## config.mk

```make
export PLATFORM = sky130hd
export DESIGN_NAME = instr_frame_assembler_flat
export DESIGN_NICKNAME = d
export VERILOG_FILES = /design/src/rtl/instr_frame_assembler_pkg.sv /design/src/rtl/instr_frame_assembler_if.sv /design/src/rtl/instr_frame_assembler_byte_word_accum.sv /design/src/rtl/instr_frame_assembler.sv /design/src/flat_wrapper.sv
export SDC_FILE = /design/constraint.sdc
export NUM_CORES = 1
export LEC_CHECK = 0
export CORE_MARGIN = 2
export CORE_UTILIZATION = 25
export DETAILED_ROUTE_END_ITERATION = 8
export PLACE_DENSITY_LB_ADDON = 0.15
export SLEW_MARGIN = 20
export SYNTH_ARGS = -nofsm -noshare
export SYNTH_HDL_FRONTEND = slang
export SYNTH_HIERARCHICAL = 1
export SYNTH_SLANG_ARGS = --single-unit
```

## constraint.sdc

```tcl
create_clock -name clk -period 2.1 [get_ports clk]
set_clock_uncertainty 0.05 [all_clocks]
set_input_delay 0.42 -clock clk [delete_from_list [all_inputs] [get_ports clk]]
set_output_delay 0.42 -clock clk [all_outputs]
set_load 0.005 [all_outputs]
```

## src/rtl/instr_frame_assembler_pkg.sv

```systemverilog
// Shared CPU front-end types: opcodes, legality/immediate decode, abort codes,
// FSM state encoding and accumulator control bundle.
package cpu_pkg;

  localparam int OPC_BITS = 3;

  typedef enum logic [OPC_BITS-1:0] {
    R_TYPE  = 3'd0,
    I_TYPE  = 3'd1,
    B_TYPE  = 3'd2,
    J_TYPE  = 3'd3,
    M_TYPE  = 3'd4,
    SYS_END = 3'd7
  } opcode_t;

  localparam logic [1:0] ERR_NONE        = 2'b00;
  localparam logic [1:0] ERR_ILLEGAL_OPC = 2'b01;
  localparam logic [1:0] ERR_TIMEOUT     = 2'b10;

  typedef enum logic [1:0] {
    S_INSTR = 2'd0,
    S_IMM   = 2'd1,
    S_HOLD  = 2'd2
  } fsm_state_t;

  typedef struct packed {
    logic clr;
    logic instr_shift;
    logic imm_shift;
  } accum_ctrl_t;

  function automatic logic is_legal_opc(input logic [OPC_BITS-1:0] opc);
    case (opcode_t'(opc))
      R_TYPE, I_TYPE, B_TYPE, J_TYPE, M_TYPE, SYS_END: return 1'b1;
      default: return 1'b0;
    endcase
  endfunction

  function automatic logic has_imm(input logic [OPC_BITS-1:0] opc);
    return (opcode_t'(opc) == I_TYPE) || (opcode_t'(opc) == M_TYPE);
  endfunction

endpackage

```

## src/rtl/instr_frame_assembler_if.sv

```systemverilog
// Serial-in / frame-out bus of the instruction frame assembler.
// master = the assembler itself, slave = fetch/decode environment.
interface instr_frame_assembler_if #(
  parameter int BYTE_W  = 8,
  parameter int INSTR_W = 16,
  parameter int IMM_W   = 16
);
  logic               in_valid;
  logic [BYTE_W-1:0]  in_data;
  logic               in_ready;
  logic               out_valid;
  logic               out_ready;
  logic [INSTR_W-1:0] out_instr;
  logic [IMM_W-1:0]   out_imm;
  logic               out_has_imm;
  logic               error;
  logic [1:0]         err_code;

  modport master (
    input  in_valid, in_data, out_ready,
    output in_ready, out_valid, out_instr, out_imm, out_has_imm, error, err_code
  );

  modport slave (
    output in_valid, in_data, out_ready,
    input  in_ready, out_valid, out_instr, out_imm, out_has_imm, error, err_code
  );
endinterface

```

## src/rtl/instr_frame_assembler_byte_word_accum.sv

```systemverilog
// Little-endian byte-to-word accumulator: beat n lands in slice n.
// last_beat flags (combinationally) that the beat being shifted completes the word.
module byte_word_accum #(
  parameter  int BYTE_W = 8,
  parameter  int WORD_W = 16,
  localparam int NB     = WORD_W / BYTE_W,
  localparam int CNT_W  = $clog2(NB + 1)
) (
  input  logic              clk,
  input  logic              rst,
  input  logic              clr,
  input  logic              shift_en,
  input  logic [BYTE_W-1:0] byte_in,
  output logic [WORD_W-1:0] word_out,
  output logic [CNT_W-1:0]  count,
  output logic              last_beat
);

  always_ff @(posedge clk) begin
    if (rst || clr) begin
      word_out <= '0;
      count    <= '0;
    end else if (shift_en) begin
      for (int i = 0; i < NB; i++)
        if (count == CNT_W'(i)) word_out[i*BYTE_W +: BYTE_W] <= byte_in;
      // saturate so a stray beat after completion cannot wrap into slice 0
      if (count != CNT_W'(NB)) count <= count + 1'b1;
    end
  end

  assign last_beat = shift_en && (count == CNT_W'(NB - 1));

endmodule

```

## src/rtl/instr_frame_assembler.sv

```systemverilog
// Assembles opcode-length instruction frames (+ optional immediate) from a byte stream.
// Optional inter-byte timeout abort: define INSTR_FRAME_TIMEOUT_EN.
module instr_frame_assembler
  import cpu_pkg::*;
#(
  parameter int BYTE_W      = 8,
  parameter int INSTR_W     = 16,
  parameter int IMM_W       = 16,
  parameter int OPC_W       = 3,
  parameter int TIMEOUT_CYC = 64
) (
  input logic clk,
  input logic rst,
  instr_frame_assembler_if.master bus
);

  localparam int IB   = INSTR_W / BYTE_W;
  localparam int MB   = IMM_W / BYTE_W;
  localparam int IC_W = $clog2(IB + 1);
  localparam int MC_W = $clog2(MB + 1);

  fsm_state_t   state;
  logic         in_ready_q, out_valid_q, has_imm_q, error_q;
  logic [1:0]   err_code_q;

  accum_ctrl_t         ctl;
  logic [INSTR_W-1:0]  instr_word, instr_next;
  logic [IMM_W-1:0]    imm_word;
  logic [IC_W-1:0]     instr_cnt;
  logic [MC_W-1:0]     imm_cnt;
  logic                instr_last, imm_last;
  logic [OPC_BITS-1:0] opc;
  logic                accept, handoff, illegal, tmo_abort;

  assign accept  = bus.in_valid & in_ready_q;
  assign handoff = (state == S_HOLD) & bus.out_ready;

  // Decode must see the byte being accepted this cycle, not last cycle's word.
  always_comb begin
    instr_next = instr_word;
    for (int i = 0; i < IB; i++)
      if (instr_cnt == IC_W'(i)) instr_next[i*BYTE_W +: BYTE_W] = bus.in_data;
  end

  assign opc     = instr_next[OPC_W-1:0];
  assign illegal = instr_last & ~is_legal_opc(opc);

  assign ctl.instr_shift = accept & (state == S_INSTR);
  assign ctl.imm_shift   = accept & (state == S_IMM);
  assign ctl.clr         = handoff | illegal | tmo_abort;

  byte_word_accum #(.BYTE_W(BYTE_W), .WORD_W(INSTR_W)) u_instr_acc (
    .clk      (clk),
    .rst      (rst),
    .clr      (ctl.clr),
    .shift_en (ctl.instr_shift),
    .byte_in  (bus.in_data),
    .word_out (instr_word),
    .count    (instr_cnt),
    .last_beat(instr_last)
  );

  byte_word_accum #(.BYTE_W(BYTE_W), .WORD_W(IMM_W)) u_imm_acc (
    .clk      (clk),
    .rst      (rst),
    .clr      (ctl.clr),
    .shift_en (ctl.imm_shift),
    .byte_in  (bus.in_data),
    .word_out (imm_word),
    .count    (imm_cnt),
    .last_beat(imm_last)
  );

`ifdef INSTR_FRAME_TIMEOUT_EN
  localparam int TC_W = $clog2(TIMEOUT_CYC + 1);
  logic [TC_W-1:0] tmo_cnt;
  logic            frame_busy;

  assign frame_busy = (state != S_HOLD) && ((instr_cnt != '0) || (imm_cnt != '0));
  // abort on the edge that completes TIMEOUT_CYC idle cycles after the last byte
  assign tmo_abort  = frame_busy && !accept && (tmo_cnt == TC_W'(TIMEOUT_CYC - 1));

  always_ff @(posedge clk) begin
    if (rst || accept || !frame_busy || tmo_abort) tmo_cnt <= '0;
    else                                           tmo_cnt <= tmo_cnt + 1'b1;
  end
`else
  logic unused_sink;
  assign tmo_abort   = 1'b0;
  assign unused_sink = ^{imm_cnt, 32'(TIMEOUT_CYC)};
`endif

  always_ff @(posedge clk) begin
    if (rst) begin
      state       <= S_INSTR;
      in_ready_q  <= 1'b1;
      out_valid_q <= 1'b0;
      has_imm_q   <= 1'b0;
      error_q     <= 1'b0;
      err_code_q  <= ERR_NONE;
    end else begin
      error_q    <= 1'b0;
      err_code_q <= ERR_NONE;
      case (state)
        S_INSTR: if (instr_last) begin
          if (illegal) begin
            error_q    <= 1'b1;
            err_code_q <= ERR_ILLEGAL_OPC;
          end else if (has_imm(opc)) begin
            state <= S_IMM;
          end else begin
            state       <= S_HOLD;
            in_ready_q  <= 1'b0;
            out_valid_q <= 1'b1;
            has_imm_q   <= 1'b0;
          end
        end
        S_IMM: if (imm_last) begin
          state       <= S_HOLD;
          in_ready_q  <= 1'b0;
          out_valid_q <= 1'b1;
          has_imm_q   <= 1'b1;
        end
        S_HOLD: if (bus.out_ready) begin
          state       <= S_INSTR;
          in_ready_q  <= 1'b1;
          out_valid_q <= 1'b0;
          has_imm_q   <= 1'b0;
        end
        default: state <= S_INSTR;
      endcase
      if (tmo_abort) begin
        state      <= S_INSTR;
        in_ready_q <= 1'b1;
        error_q    <= 1'b1;
        err_code_q <= ERR_TIMEOUT;
      end
    end
  end

  assign bus.in_ready    = in_ready_q;
  assign bus.out_valid   = out_valid_q;
  assign bus.out_instr   = instr_word;
  assign bus.out_imm     = has_imm_q ? imm_word : '0;
  assign bus.out_has_imm = has_imm_q;
  assign bus.error       = error_q;
  assign bus.err_code    = err_code_q;

endmodule

```

## src/flat_wrapper.sv

```systemverilog
// flat-port wrapper written by rule: the top's interface ports become plain ports
module instr_frame_assembler_flat import cpu_pkg::*;
#(
  parameter int BYTE_W      = 8,
  parameter int INSTR_W     = 16,
  parameter int IMM_W       = 16,
  parameter int OPC_W       = 3,
  parameter int TIMEOUT_CYC = 64
)
  (clk, rst, bus_in_valid, bus_in_data, bus_out_ready, bus_in_ready, bus_out_valid, bus_out_instr, bus_out_imm, bus_out_has_imm, bus_error, bus_err_code);
  instr_frame_assembler_if #(.BYTE_W(BYTE_W), .INSTR_W(INSTR_W), .IMM_W(IMM_W)) bus_i ();
  input logic clk;
  input logic rst;
  input wire logic [$bits(bus_i.in_valid)-1:0] bus_in_valid;
  input wire logic [$bits(bus_i.in_data)-1:0] bus_in_data;
  input wire logic [$bits(bus_i.out_ready)-1:0] bus_out_ready;
  output wire logic [$bits(bus_i.in_ready)-1:0] bus_in_ready;
  output wire logic [$bits(bus_i.out_valid)-1:0] bus_out_valid;
  output wire logic [$bits(bus_i.out_instr)-1:0] bus_out_instr;
  output wire logic [$bits(bus_i.out_imm)-1:0] bus_out_imm;
  output wire logic [$bits(bus_i.out_has_imm)-1:0] bus_out_has_imm;
  output wire logic [$bits(bus_i.error)-1:0] bus_error;
  output wire logic [$bits(bus_i.err_code)-1:0] bus_err_code;
  assign bus_i.in_valid = bus_in_valid;
  assign bus_i.in_data = bus_in_data;
  assign bus_i.out_ready = bus_out_ready;
  assign bus_in_ready = bus_i.in_ready;
  assign bus_out_valid = bus_i.out_valid;
  assign bus_out_instr = bus_i.out_instr;
  assign bus_out_imm = bus_i.out_imm;
  assign bus_out_has_imm = bus_i.out_has_imm;
  assign bus_error = bus_i.error;
  assign bus_err_code = bus_i.err_code;
  instr_frame_assembler #(.BYTE_W(BYTE_W), .INSTR_W(INSTR_W), .IMM_W(IMM_W), .OPC_W(OPC_W), .TIMEOUT_CYC(TIMEOUT_CYC)) u_core (.clk(clk), .rst(rst), .bus(bus_i));
endmodule
```

==> impl_metrics.toml, run 1 <==
[clock_tree]
clk_pin_slew_ns = 0.08
ctsLongestPathBuffers = 2
h-tree-depth = 2
cts_setup_buffers = 0
tritoncts.num_buffers = 5
tritoncts_num_sinks = 42
clk_root_buffer_cell = "sky130_fd_sc_hd__clkbuf_8"
clk-insertion-delay-late_ns = 0.29
cts_tree = "yes"

[sta]
final-setup-viol-count = 0
max_clock_freq_ghz = 0.5120
final_hold_vio_count = 0
timing.final.crit_share_pct = 93.01
maxSlewViolCount = 0
rsz0062_at_grt = "false"
layout_min_cycle_time_ns = 1.953
setup_total_negative_slack_ns = 0

[final_layout]
num-nets-final = 311
flow.area_growth_from_synthesis_pct = 36.81
drive_gt1_share_pct = 18.43
antenna_cells = 0
finish.utilization_pct = 35.74
stdcell_area_mm2 = 0.002790

[floorplan]
floorplan.die.height_um = 94.32
initial_core_util_pct = 26.12
die-area_mm2 = 0.008896
num_io_pins = 50
core_region_area_mm2 = 0.007807
fp-row-count = 32
die-width_um = 94.32

[synthesis]
ys_top_cells_by_area = "sky130_fd_sc_hd__dfxtp_1, sky130_fd_sc_hd__nand3_1, sky130_fd_sc_hd__nand2_1, sky130_fd_sc_hd__a21oi_2, sky130_fd_sc_hd__and2_1"
yosysMostFrequentCell = "sky130_fd_sc_hd__dfxtp_1"
ys_seq_area_share_pct = 41.23
synth_top_cells_by_count = "sky130_fd_sc_hd__dfxtp_1, sky130_fd_sc_hd__nand2_1, sky130_fd_sc_hd__nand3_1"
synthArstFlopShare_pct = 0
synthDominantCellAreaShare_pct = 41.23
synthesized_area_mm2 = 0.002039
number_of_nets_produced_by_synthesis = 256
ys_warns = 6
post_synth_edffs = 0
post_synth_num_cell_types = 35
dominantRegCellSynth = "sky130_fd_sc_hd__dfxtp_1"
syn_avg_cell_area_um2 = 8.569
ys_seq_elements = 42
synth_cells = 238
netlist.top_cell.by_area = "sky130_fd_sc_hd__dfxtp_1"

[worst_setup_path]
max_stage_delay_ns = 0.45
critPathTopFamily = "simple AND/OR/NAND/NOR gates"
crit_path_end_kind = "register"
cp_data_required_time_ns = 2.23
crit_path_start_kind = "primary input"
critical_path_arrival_ns = 2.08
worstPathMaxFanout = 3
path_cells = "clkdlybuf4s50_1 > nand2_1 > nor3_2 > nand2_2 > inv_2 > or2b_4 > o21a_1 > o41a_1"
timing.rr.start = "u_core/u_instr_acc/count[1]"
reg2reg_depth = 9
worstReg2RegEnd = "u_core/bus.in_ready"
worst-setup-path-type = "primary input to register"
reg2reg_setup_slack_ns = 0.26
critical_path.n_buffers_inverters = 2
cpMaxStageDelayCell = "sky130_fd_sc_hd__clkdlybuf4s50_1"

[power]
peakVddDrop_mv = 0.3447
intPower_uw = 1669
power.density_cell_area_mw_per_mm2 = 877.9
power_switching_share_pct = 31.86
sw_pwr_uw = 780.5
combinational_share_of_power_pct = 33.5
seq_power_share_pct = 39.7
leakagePower_uw = 0.0009833
share_clk_of_total_power_pct = 26.8
fin_total_pwr_uw = 2450

[worst_hold_path]
hold_path.startpoint = "u_core/u_imm_acc/word_out[1]"
timing.hold.worst_path_depth = 2
hold_path_end = "u_core/u_imm_acc/word_out[1]"
holdCritPathClass = "register to register"

[detailed_routing]
postRouteWirelength_um = 5201
count_of_unresolved_drc_violations_after_routing = 0
drtPass1Iterations = 4
drt-vias-per-instance = 4.395
wl_per_cell_um = 13.17
number_of_drc_markers_in_iteration_0 = 98
antenna_left = 0
detailroute.via_count = 1736

[placed_design]
port-buffer-count = 48
detailed_place_hpwl_um = 3801
routabilityCongestion = 0.7553
total_cell_area_at_the_placement_stage_mm2 = 0.002654

[grt]
grt_antenna_before_repair = 0
track_usage_pct = 12.68
globalRouteOverflowTotal = 0
grt_start_max_net_pins = 19
wire_length_of_the_first_global_routing_pass_um = 8680
via_count_of_the_first_global_routing_pass = 1752

[run]
max_cap_viol_count = 0

[status]
result_of_the_run = "complete, no violations"
## cell usage in the layout (no fill, tap or decap), types with 2 or more instances in the layout
cell type / Yosys / routed
sky130_fd_sc_hd__o41ai_1: 2 / 2
sky130_fd_sc_hd__or2_1: 2 / 2
sky130_fd_sc_hd__xnor2_1: 4 / 4
sky130_fd_sc_hd__a21oi_1: 16 / 16
sky130_fd_sc_hd__and2b_1: 2 / 2
sky130_fd_sc_hd__clkbuf_8: 1 / 6
sky130_fd_sc_hd__dfxtp_1: 42 / 41
sky130_fd_sc_hd__nor2_1: 12 / 11
sky130_fd_sc_hd__inv_1: 7 / 6
sky130_fd_sc_hd__nand2_2: 2 / 3
sky130_fd_sc_hd__a21oi_2: 16 / 16
sky130_fd_sc_hd__mux2i_1: 2 / 2
sky130_fd_sc_hd__nand2_1: 40 / 39
sky130_fd_sc_hd__buf_4: 6 / 15
sky130_fd_sc_hd__nor3_2: 0 / 2
sky130_fd_sc_hd__o21a_1: 2 / 2
sky130_fd_sc_hd__ha_1: 6 / 6
sky130_fd_sc_hd__and2_1: 16 / 16
sky130_fd_sc_hd__clkdlybuf4s50_1: 0 / 48
sky130_fd_sc_hd__xor2_1: 2 / 2
sky130_fd_sc_hd__buf_12: 2 / 2
sky130_fd_sc_hd__nand3_1: 34 / 34
## metal layers
layer	GRT usage (%)	share of wire, %	routed length (um)
met4	3.623	0.63	33
met3	3.130	4.4	227
met2	20.89	45	2329
met5	0	0	0
met1	16.47	50	2610
## registers in the layout (all words and copies together) (netlist names)
register / count
u_core/u_imm_acc/word_out: 16
u_core/u_instr_acc/word_out: 16
u_core/state: 2
u_core/u_imm_acc/count: 2
u_core/u_instr_acc/count: 2
u_core/bus.err_code: 1
u_core/bus.in_ready: 1
u_core/bus.out_has_imm: 1
u_core/bus.out_valid: 1
## worst min-delay path: cells and delay by family, from the launching register on
family          cells  cell delay (ns)
simple gates        1             0.05
flops               1             0.31
compound gates      1             0.05
## power by group through the flow
stage / sequential [uW] / combinational [uW] / clock [uW]
after CTS: 976 / 811 / 677
after detailed placement: 993 / 806 / 0
after global routing: 990 / 922 / 702
after global placement: 997 / 804 / 0
final: 973 / 820 / 657
after floorplan: 985 / 489 / 0
## timing repair
item	4_1_cts	5_1_grt
resized for setup	1	7
pin swaps	0	3
gates cloned	0	0
hold buffers	0	0
endpoints found under the setup margin	16	1
## cell type report
cell class	instances	area [um^2]
Inverter	7	26.28
Clock buffer	6	82.58
Clock inverter	1	30.03
Multi-Input combinational cell	172	1049
Timing Repair Buffer	65	633.1
Fill cell	859	5017
Tap cell	102	127.6
Sequential cell	42	842.1
## kinds of logic (layout without fill, tap and decap cells)
group / count (synthesis) / in the layout / synth area share [%]
adder cells (fa/ha/maj): 6 / 6 / 3.681
multiplexers: 2 / 2 / 0.9816
AND/OR/NAND/NOR: 115 / 115 / 27.05
buffers and inverters: 24 / 79 / 8.957
AO/OA/AOI/OAI: 42 / 42 / 15.34
flip-flops: 42 / 42 / 41.23
XOR/XNOR: 6 / 6 / 2.577
other: 1 / 1 / 0.1839
## per-stage QoR
step | worst slack, ns | std cells | hold slack (ns)
6_report | 0.1467 | 395 | 0.4045
5_1_grt | 0.03878 | 395 | 0.4258
4_1_cts | 0.1430 | 395 | 0.4083
3_5_place_dp | -0.1457 | 388 | 0.3962
3_3_place_gp | -0.1224 | 388 | 0.3922
2_1_floorplan | 0.1864 | 238 | 0.3800
## worst max-delay path by stage
stage | startpoint | endpoint | slack (ns) | depth (start not counted)
after floorplan | u_core/state[1] | u_core/bus.in_ready | 0.19 | 8
after global placement | bus_in_valid | u_core/bus.in_ready | -0.12 | 8
after detailed placement | bus_in_valid | u_core/bus.in_ready | -0.15 | 8
final | bus_in_valid | u_core/bus.in_ready | 0.15 | 8
after global routing | bus_in_valid | u_core/bus.out_has_imm | 0.04 | 9
after CTS | u_core/bus.out_has_imm | bus_out_imm[10] | 0.14 | 2
(Power assumes the default switching activity.)
==> run 2: changes to the inputs <==
--- a/config.mk
+++ b/config.mk
@@ -5,10 +5,11 @@
 export SDC_FILE = /design/constraint.sdc
 export NUM_CORES = 1
 export LEC_CHECK = 0
-export CORE_MARGIN = 2
+export CORE_MARGIN = 10
 export CORE_UTILIZATION = 25
 export DETAILED_ROUTE_END_ITERATION = 8
 export PLACE_DENSITY_LB_ADDON = 0.15
+export RECOVER_POWER = 100
 export SLEW_MARGIN = 20
 export SYNTH_ARGS = -nofsm -noshare
 export SYNTH_HDL_FRONTEND = slang
==> run 2 against run 1 <==
  * Critical path depth fell by 6
  * Worst hold slack worse by 0.00061 ns
  * Via count grew 0.63%
  * Final cell count is 0.51% higher
  * Sequential share of layout area grew 0.93 points
  * First-iteration DRC count decreased by 47%
  * Clock-buffer cell count up 1
  * Routed wire length rose by 7.5%
  * Combinational power is 8.9% lower
  * Die area increased by 37%
  * Critical path type is now register to primary output
  * Critical endpoint is now bus_out_imm[8]
==> impl_metrics.toml, run 2 (same netlist as run 1, synthesis figures left out) <==
[power]
sw_pwr_uw = 768.1
combinational_share_of_power_pct = 31.7
share_clk_of_total_power_pct = 27.1
seq_power_share_pct = 41.2
intPower_uw = 1589
peakVddDrop_mv = 0.3426
power.density_cell_area_mw_per_mm2 = 870.8
power_switching_share_pct = 32.59
leakagePower_uw = 0.001046

[clock_tree]
clk-insertion-delay-late_ns = 0.29
cts_hold_buffers = 0
clk_root_buffer_cell = "sky130_fd_sc_hd__clkbuf_8"
h-tree-depth = 2
tritoncts_num_sinks = 42
clk_pin_slew_ns = 0.08
ctsLongestPathBuffers = 2
cts_setup_buffers = 0
tritoncts.num_buffers = 5
cts_tree = "yes"
post_cts_resized = 1

[sta]
final_hold_vio_count = 0
max_clock_freq_ghz = 0.5096
final-setup-viol-count = 0
rsz0062_at_grt = "false"
worst_hold_margin_ns = 0.4039
layout_min_cycle_time_ns = 1.962
timing.final.crit_share_pct = 93.44
maxSlewViolCount = 0

[final_layout]
flow.area_growth_from_synthesis_pct = 32.70
num-nets-final = 312
layout.cells.non_filler = 397
layout_top_registers = "u_core/u_imm_acc/word_out x16, u_core/u_instr_acc/word_out x16"
most_frequent_standard_cell_in_the_layout_excluding_fill_and_tap_cells = "sky130_fd_sc_hd__dfxtp_1"
most-common-layout-cells = "sky130_fd_sc_hd__dfxtp_1, sky130_fd_sc_hd__nand2_1, sky130_fd_sc_hd__nand3_1, sky130_fd_sc_hd__a21oi_1, sky130_fd_sc_hd__dlygate4sd3_1"
drive_gt1_share_pct = 12.54
antenna_cells = 0

[worst_setup_path]
cpMaxStageDelayCell = "sky130_fd_sc_hd__dlygate4sd3_1"
cp_data_required_time_ns = 1.63
crit_path_start_kind = "register"
worst-setup-path-type = "register to primary output"
critical_path_arrival_ns = 1.49
path_cells = "and2_1 > dlygate4sd3_1"
crit_path_end_kind = "primary output"
max_stage_delay_ns = 0.57
worstPathMaxFanout = 18

[grt]
track_usage_pct = 9.529
globalRouteOverflowTotal = 0
via_count_of_the_first_global_routing_pass = 1740
grt_antenna_before_repair = 0
wire_length_of_the_first_global_routing_pass_um = 9087
grt_start_max_net_pins = 19

[worst_hold_path]
holdCritPathClass = "register to register"

[floorplan]
die-width_um = 110.3
floorplan.die.height_um = 110.3
die-area_mm2 = 0.01217
core_region_area_mm2 = 0.007848
num_io_pins = 50
initial_core_util_pct = 25.99
fp-row-count = 32

[detailed_routing]
drtPass1Iterations = 4
drt-vias-per-instance = 4.401
wl_per_cell_um = 14.08
detailroute.via_count = 1747
antenna_left = 0
number_of_drc_markers_in_iteration_0 = 52
postRouteWirelength_um = 5590
count_of_unresolved_drc_violations_after_routing = 0

[placed_design]
dp_cells = 389
detailed_place_hpwl_um = 4141
routabilityCongestion = 0.7916
port-buffer-count = 48

[run]
max_cap_viol_count = 0

[status]
result_of_the_run = "complete, no violations"
[run 2: cell count changes in the layout (fill, tap and decap cells not counted), sizes merged]
cell           previous run  this run
buf                      17        14
clkbuf                    6        11
clkdlybuf4s50            48        21
dlygate4sd3               0        27
[run 2: power by group through the flow]
stage	clock network [uW]	logic [uW]	registers, uW
floorplan	0	489	985
global placement	0	798	995
detailed placement	0	804	991
CTS	667	810	975
global route	693	840	989
finish	640	747	971
[run 2: metrics by stage]
| step | instance area (um^2) | setup slack, ns | power (uW) | TNS, ns | util [%] |
|---|---|---|---|---|---|
| 3_5_place_dp | 2649 | -0.1667 | 1796 | -0.9474 | 33.75 |
| 5_1_grt | 2706 | 0.02857 | 2523 | 0 | 34.49 |
| 4_1_cts | 2756 | 0.1313 | 2452 | 0 | 35.12 |
| 2_1_floorplan | 2039 | 0.1864 | 1473 | 0 | - |
| 3_3_place_gp | 2649 | -0.1331 | 1793 | -0.6130 | 33.75 |
| 6_report | 2706 | 0.1378 | 2357 | 0 | 34.49 |
[run 2: cell type report]
class                   instances  area (um^2)
clock buffers                   7        76.32
inverters                       7        26.28
fillers                       880         5141
clock inverters                 1        30.03
repair buffers                 66        623.1
flip-flops and latches         42        842.1
multi-input cells             172        980.9
well taps                     102        127.6
[run 2: final timing paths]
path,cells past startpoint,slack [ns],end,start
setup / recovery,2,0.14,bus_out_imm[8],u_core/bus.out_has_imm
hold reg to reg,2,0.40,u_core/u_imm_acc/word_out[7],u_core/u_imm_acc/word_out[7]
hold / removal,2,0.40,u_core/u_imm_acc/word_out[7],u_core/u_imm_acc/word_out[7]
setup reg to reg,6,0.32,u_core/bus.in_ready,u_core/u_instr_acc/count[0]
[run 2: critical path: cells and delay by family, from the launching register on]
kind / cells / cell delay [ns]
buffers and inverters: 1 / 0.57
flip-flops: 1 / 0.47
AND/OR/NAND/NOR: 1 / 0.16
[run 2: metal layers]
metal	up-vias	share of wire (%)	GRT usage [%]
met3	9	7.4	3.250
li1	908	-	-
met1	784	50	12.73
met4	0	1.4	3.670
met5	-	0	0
met2	46	41	13.76
